--- src/rtl/vcmp_mask_packer.sv ---
// vcmp_mask_packer: packs per-element compare bits from the vector ALU into
// dense 64-bit mask-register words. Each emitted word carries a per-bit write
// enable and a destination word address.
module vcmp_mask_packer #(
  parameter int REQ_ADDR_WIDTH = 32,
  parameter int SEW_WIDTH      = 2,
  parameter int MASK_WIDTH     = 64
) (
  input  logic                      clk,
  input  logic                      rst,
  input  logic                      in_valid,
  input  logic [7:0]                in_cmp,
  input  logic [SEW_WIDTH-1:0]      in_sew,
  input  logic                      in_start,
  input  logic                      in_last,
  input  logic [REQ_ADDR_WIDTH-1:0] in_addr,
  output logic                      out_valid,
  output logic [MASK_WIDTH-1:0]     out_mask,
  output logic [MASK_WIDTH-1:0]     out_mask_en,
  output logic [REQ_ADDR_WIDTH-1:0] out_addr,
  output logic                      out_drop
);

  typedef enum logic {IDLE, PACK} state_t;

  state_t                    state_reg, state_next;
  logic [63:0]               acc_reg, acc_next;
  logic [6:0]                ptr_reg, ptr_next;
  logic [SEW_WIDTH-1:0]      sew_reg, sew_next;
  logic [REQ_ADDR_WIDTH-1:0] addr_reg, addr_next;

  logic                      out_valid_reg, out_valid_next;
  logic [63:0]               out_mask_reg, out_mask_next;
  logic [63:0]               out_mask_en_reg, out_mask_en_next;
  logic [REQ_ADDR_WIDTH-1:0] out_addr_reg, out_addr_next;
  logic                      out_drop_reg, out_drop_next;

  // Beat decode. A start beat uses its own element width and packs from bit 0
  // of a fresh word; a continuation beat uses the latched width and pointer.
  logic                      start_beat;
  logic                      accept;
  logic [SEW_WIDTH-1:0]      beat_sew;
  logic [6:0]                beat_n;
  logic [7:0]                beat_bits;
  logic [6:0]                base_ptr;
  logic [63:0]               base_acc;
  logic [63:0]               merged;
  logic [6:0]                fill;
  logic [63:0]               fill_en;
  logic                      word_full;
  logic [REQ_ADDR_WIDTH-1:0] word_addr;

  assign start_beat = in_valid & in_start;
  assign accept     = in_valid & (in_start | (state_reg == PACK));
  assign beat_sew   = start_beat ? in_sew : sew_reg;
  assign beat_n     = 7'd8 >> beat_sew;
  assign base_ptr   = start_beat ? 7'd0 : ptr_reg;
  assign base_acc   = start_beat ? 64'd0 : acc_reg;
  assign word_addr  = start_beat ? in_addr : addr_reg;
  assign fill       = base_ptr + beat_n;
  assign word_full  = (fill == 7'd64);
  assign merged     = base_acc | ({56'd0, beat_bits} << base_ptr);

  // Keep only the low N compare bits of the beat.
  generate
    for (genvar gi = 0; gi < 8; gi++) begin : g_beat_bits
      assign beat_bits[gi] = in_cmp[gi] & (7'(gi) < beat_n);
    end
  endgenerate

  // Enable for every bit below the fill level; all ones when the word is full.
  generate
    for (genvar gi = 0; gi < 64; gi++) begin : g_fill_en
      assign fill_en[gi] = (7'(gi) < fill);
    end
  endgenerate

  // Next-state and output computation; everything holds unless a beat is accepted.
  always_comb begin
    state_next       = state_reg;
    acc_next         = acc_reg;
    ptr_next         = ptr_reg;
    sew_next         = sew_reg;
    addr_next        = addr_reg;
    out_valid_next   = 1'b0;
    out_drop_next    = 1'b0;
    out_mask_next    = out_mask_reg;
    out_mask_en_next = out_mask_en_reg;
    out_addr_next    = out_addr_reg;

    if (accept) begin
      if (start_beat) begin
        sew_next      = in_sew;
        out_drop_next = (state_reg == PACK) && (ptr_reg != 7'd0);
      end
      if (word_full || in_last) begin
        out_valid_next   = 1'b1;
        out_mask_next    = merged;
        out_mask_en_next = fill_en;
        out_addr_next    = word_addr;
        acc_next         = 64'd0;
        ptr_next         = 7'd0;
        addr_next        = word_full
                           ? word_addr + {{(REQ_ADDR_WIDTH-1){1'b0}}, 1'b1}
                           : word_addr;
        state_next       = in_last ? IDLE : PACK;
      end else begin
        acc_next   = merged;
        ptr_next   = fill;
        addr_next  = word_addr;
        state_next = PACK;
      end
    end
  end

  // State and output registers with asynchronous active-low clear.
  always_ff @(posedge clk or negedge rst) begin
    if (!rst) begin
      state_reg       <= IDLE;
      acc_reg         <= 64'd0;
      ptr_reg         <= 7'd0;
      sew_reg         <= '0;
      addr_reg        <= '0;
      out_valid_reg   <= 1'b0;
      out_mask_reg    <= 64'd0;
      out_mask_en_reg <= 64'd0;
      out_addr_reg    <= '0;
      out_drop_reg    <= 1'b0;
    end else begin
      state_reg       <= state_next;
      acc_reg         <= acc_next;
      ptr_reg         <= ptr_next;
      sew_reg         <= sew_next;
      addr_reg        <= addr_next;
      out_valid_reg   <= out_valid_next;
      out_mask_reg    <= out_mask_next;
      out_mask_en_reg <= out_mask_en_next;
      out_addr_reg    <= out_addr_next;
      out_drop_reg    <= out_drop_next;
    end
  end

  assign out_valid   = out_valid_reg;
  assign out_mask    = out_mask_reg;
  assign out_mask_en = out_mask_en_reg;
  assign out_addr    = out_addr_reg;
  assign out_drop    = out_drop_reg;

endmodule

--- config.mk ---
export PLATFORM = sky130hd
export DESIGN_NAME = vcmp_mask_packer
export DESIGN_NICKNAME = d
export VERILOG_FILES = /design/src/rtl/vcmp_mask_packer.sv
export SDC_FILE = /design/constraint.sdc
export NUM_CORES = 1
export LEC_CHECK = 0
export BUFFER_PORTS_ARGS = -buffer_cell sky130_fd_sc_hd__buf_4
export CORE_MARGIN = 4
export CORE_UTILIZATION = 50
export CTS_CLUSTER_SIZE = 12
export DETAILED_ROUTE_END_ITERATION = 16
export HOLD_SLACK_MARGIN = 0.03
export PLACE_DENSITY = 0.68
export SLEW_MARGIN = 10
export SYNTH_ARGS = -nofsm -noshare
export SYNTH_HDL_FRONTEND = slang
export SYNTH_SLANG_ARGS = --single-unit
--- constraint.sdc ---
create_clock -name clk -period 6.7 [get_ports clk]
set_input_delay 1.34 -clock clk [delete_from_list [all_inputs] [get_ports clk]]
set_output_delay 1.34 -clock clk [all_outputs]
set_load 0.02 [all_outputs]
==> key figures <==
Synth
  – Top-count cell post-synth: dfrtp_1
  – Mapped Nets: 1531
  – EDFF count, synth: 0
  – Cells after Synth: 1478
  – Syn avg cell area: 9.01 µm²
  – Synth area leaders: dfrtp_1 50%, nand2_1 7.2%, nor2_1 4.6%
  – Cell taking the most area after synthesis: dfrtp_1
  – Synth Warn #: 0
  – Yosys reg bits: 268
  – List of most frequent post-synthesis cells: 268 x dfrtp_1, 256 x nand2_1, 162 x nor2_1, 119 x o21ai_0, 63 x a21oi_1
  – Top cell type's share of synthesized area: 50.4%
  – Synth cell types: 83
  – Post-Synthesis Cell Area: 0.0133 mm²
  – Sequential fraction of the synthesis area: 50.4%
  – Synth Flop Type: dfrtp_1
  – Asr flop ratio synth: 100%

Power
  – Net Sw Power: 1.64 mW
  – VDD IR max: 0.200 mV
  – Switching fraction of total power: 34.3%
  – Combinational fraction of design power: 27.2%
  – Flop pwr share: 41.3%
  – Internal power: 3.16 mW
  – Pwr dens: 301 mW/mm²
  – Static Leak: 7.07 nW
  – Clk pwr share: 31.5%

Run
  – Maxcap violations: 0

Route
  – Final ANT Viol Nets: 0
  – WL/cell: 20.7 µm
  – Initial DRC count: 1200
  – WL final: 41000 µm
  – 1st-pass router iterations: 6
  – Routed vias: 12100
  – Vias per inst: 6.09
  – DRC: 0

Floorplanning
  – Die H: 171 µm
  – Die area: 0.0293 mm²
  – Core footprint: 0.0261 mm²
  – Initial Utilization: 51.0%
  – # IOs: 209
  – Die W: 171 µm
  – Core Rows: 59

Worst setup path
  – Crit-path max cell delay: 0.86 ns
  – Worst Path Arrival: 5.71 ns
  – Worst Setup Start Kind: input pin
  – Slowest CP cell: fa_1
  – Critical path class: in2reg
  – Critical Path RT: 7.18 ns
  – Reg2reg setup slack: 2.19 ns
  – Most numerous cell on the critical path: buf_4
  – Crit path cell chain: buf_4, nand2_4, mux2i_1, nand2_1, fa_1, nand2b_1, nor2_2, o21ai_2, nor3_2, buf_4, o21ai_4, buf_12, a21oi_1, a22o_1
  – Critical path capture point type: flop
  – CP Max Fanout: 153

Clock network
  – Setup Buffers After CTS: 0
  – H-tree Lvls: 1
  – Num CTS Buffers: 29
  – Post-CTS resize count: 0
  – # hold bufs at CTS: 0
  – CTS tree: done
  – Max clock buf depth: 3
  – Clock root buffer: clkbuf_16
  – Worst skew pair latency: 0.55 ns
  – # clock sinks: 268
  – CTS clk-pin slew, worst paths: 0.06 ns

Cells and area
  – Antenna Cells: 0
  – Share of post-route cells with drive strength above 1: 19.8%
  – Area Overhead vs Synth: 19.8%
  – Layout Cells excl Fill: 1982
  – FILL cells: 2345
  – Post-layout util: 61.0%
  – Nets: 1683

STA
  – Slew Limit Fails: 0
  – Crit path time final: 5.23 ns
  – RSZ-0062 raised after global routing: no
  – Slew margin rel.: 15.9%
  – Final Cycle Share: 78.1%
  – Endpoints failing setup: 0
  – Max Fclk: 191 MHz
  – Slew at the pin closest to its max-slew limit: 1.26 ns
  – Final Hold Vio Count: 0
  – Hold Worst Slack: 0.472 ns
  – Aggregate negative setup slack: 0 ns
  – Post-route setup slack: 1.47 ns
  – Clock skew: 0.0135 ns

Global routing
  – Initial antenna violation count: 1
  – Largest net degree at the start of global routing: 154
  – GRT Overall Usage: 27.4%
  – Vias in the first global route: 11700
  – Total grt overflow: 0
  – First-pass GRT wire length: 64900 µm

Status
  – Outcome: completed

Placed design
  – Post-place setup slack: 1.06 ns
  – Placed cell count: 1934
  – GPL Wtd Cong: 0.939
  – Post-DP HPWL: 27900 µm
  – PortBufs: 208

Hold path
  – Min-delay worst type: reg2reg
==> stage by stage <==
stage,total power [mW],cell area [µm²]
finish,4.80,16000
detailed placement,3.31,15100
CTS,4.82,16000
global route,5.02,16000
global placement,3.29,15100
floorplan,2.75,13300
==> critical path, delay by kind of cell <==
family | cells | cell delay (ns)
AND/OR/NAND/NOR | 5 | 1.18
AO/OA/AOI/OAI | 4 | 1.16
adder cells (fa/ha/maj) | 1 | 0.86
buffers and inverters | 3 | 0.71
multiplexers | 1 | 0.34
==> layout make-up <==
cell class | instances | area, µm² | area share, %
tap | 335 | 419 | 2.63
timing repair buffer | 233 | 1810 | 11.3
sequential | 268 | 6710 | 42.0
clock inverter | 9 | 72.6 | 0.455
inverter | 23 | 88.8 | 0.557
multi-input combinational | 1075 | 6050 | 38.0
clock buffer | 39 | 803 | 5.04
==> path summary, 6_finish.rpt <==
kind / startpoint / end / cells past startpoint
min in group asynchronous: rst / out_mask_en[41] / 1
hold / removal: out_mask_en[26] / out_mask_en[26] / 2
setup reg to reg: ptr_reg[0] / out_mask_en[52] / 14
hold reg to reg: out_mask_en[26] / out_mask_en[26] / 2
setup / recovery: in_start / out_mask_en[52] / 14
max in group asynchronous: rst / out_mask[26] / 2
==> cells by family after synthesis <==
group | after synthesis | share of synthesized area [%]
AO/OA/AOI/OAI | 427 | 21.2
XOR/XNOR | 24 | 1.63
adder cells (fa/ha/maj) | 6 | 0.620
buffers and inverters | 135 | 4.48
flip-flops | 268 | 50.4
multiplexers | 22 | 1.71
AND/OR/NAND/NOR | 596 | 20.0
==> routing by layer <==
layer / vias up / global-route usage, % / part of all wire [%]
met4: 2 / 7.44 / 2.4
met1: 5918 / 39.5 / 44
met3: 77 / 3.68 / 6.6
li1: 5619 / - / -
met5: - / 0 / 0.032
met2: 454 / 44.0 / 47
==> power by group through the flow <==
stage | Combinational [mW] | Sequential (mW) | Clock (mW)
final | 1.31 | 1.98 | 1.51
after floorplan | 0.603 | 2.14 | 0
after CTS | 1.31 | 1.98 | 1.53
after global routing | 1.41 | 2.01 | 1.61
after global placement | 1.29 | 2.01 | 0
after detailed placement | 1.30 | 2.01 | 0
==> cells in the final DEF (no fill, tap or decap), types with 14 or more instances in the layout <==
cell	Yosys	final
dfrtp_1	268	268
nand3_1	55	55
inv_1	18	18
a31oi_1	54	54
buf_4	3	228
nor3_1	23	22
o21ai_0	119	119
o22a_1	16	16
clkbuf_16	0	29
mux2i_1	16	16
a221oi_1	24	24
a32oi_1	31	31
nand4_1	23	23
nor2_1	162	161
nand2_1	256	255
o22ai_1	14	14
a21oi_1	63	63
Note: power is estimated with default switching activity, not from simulation.
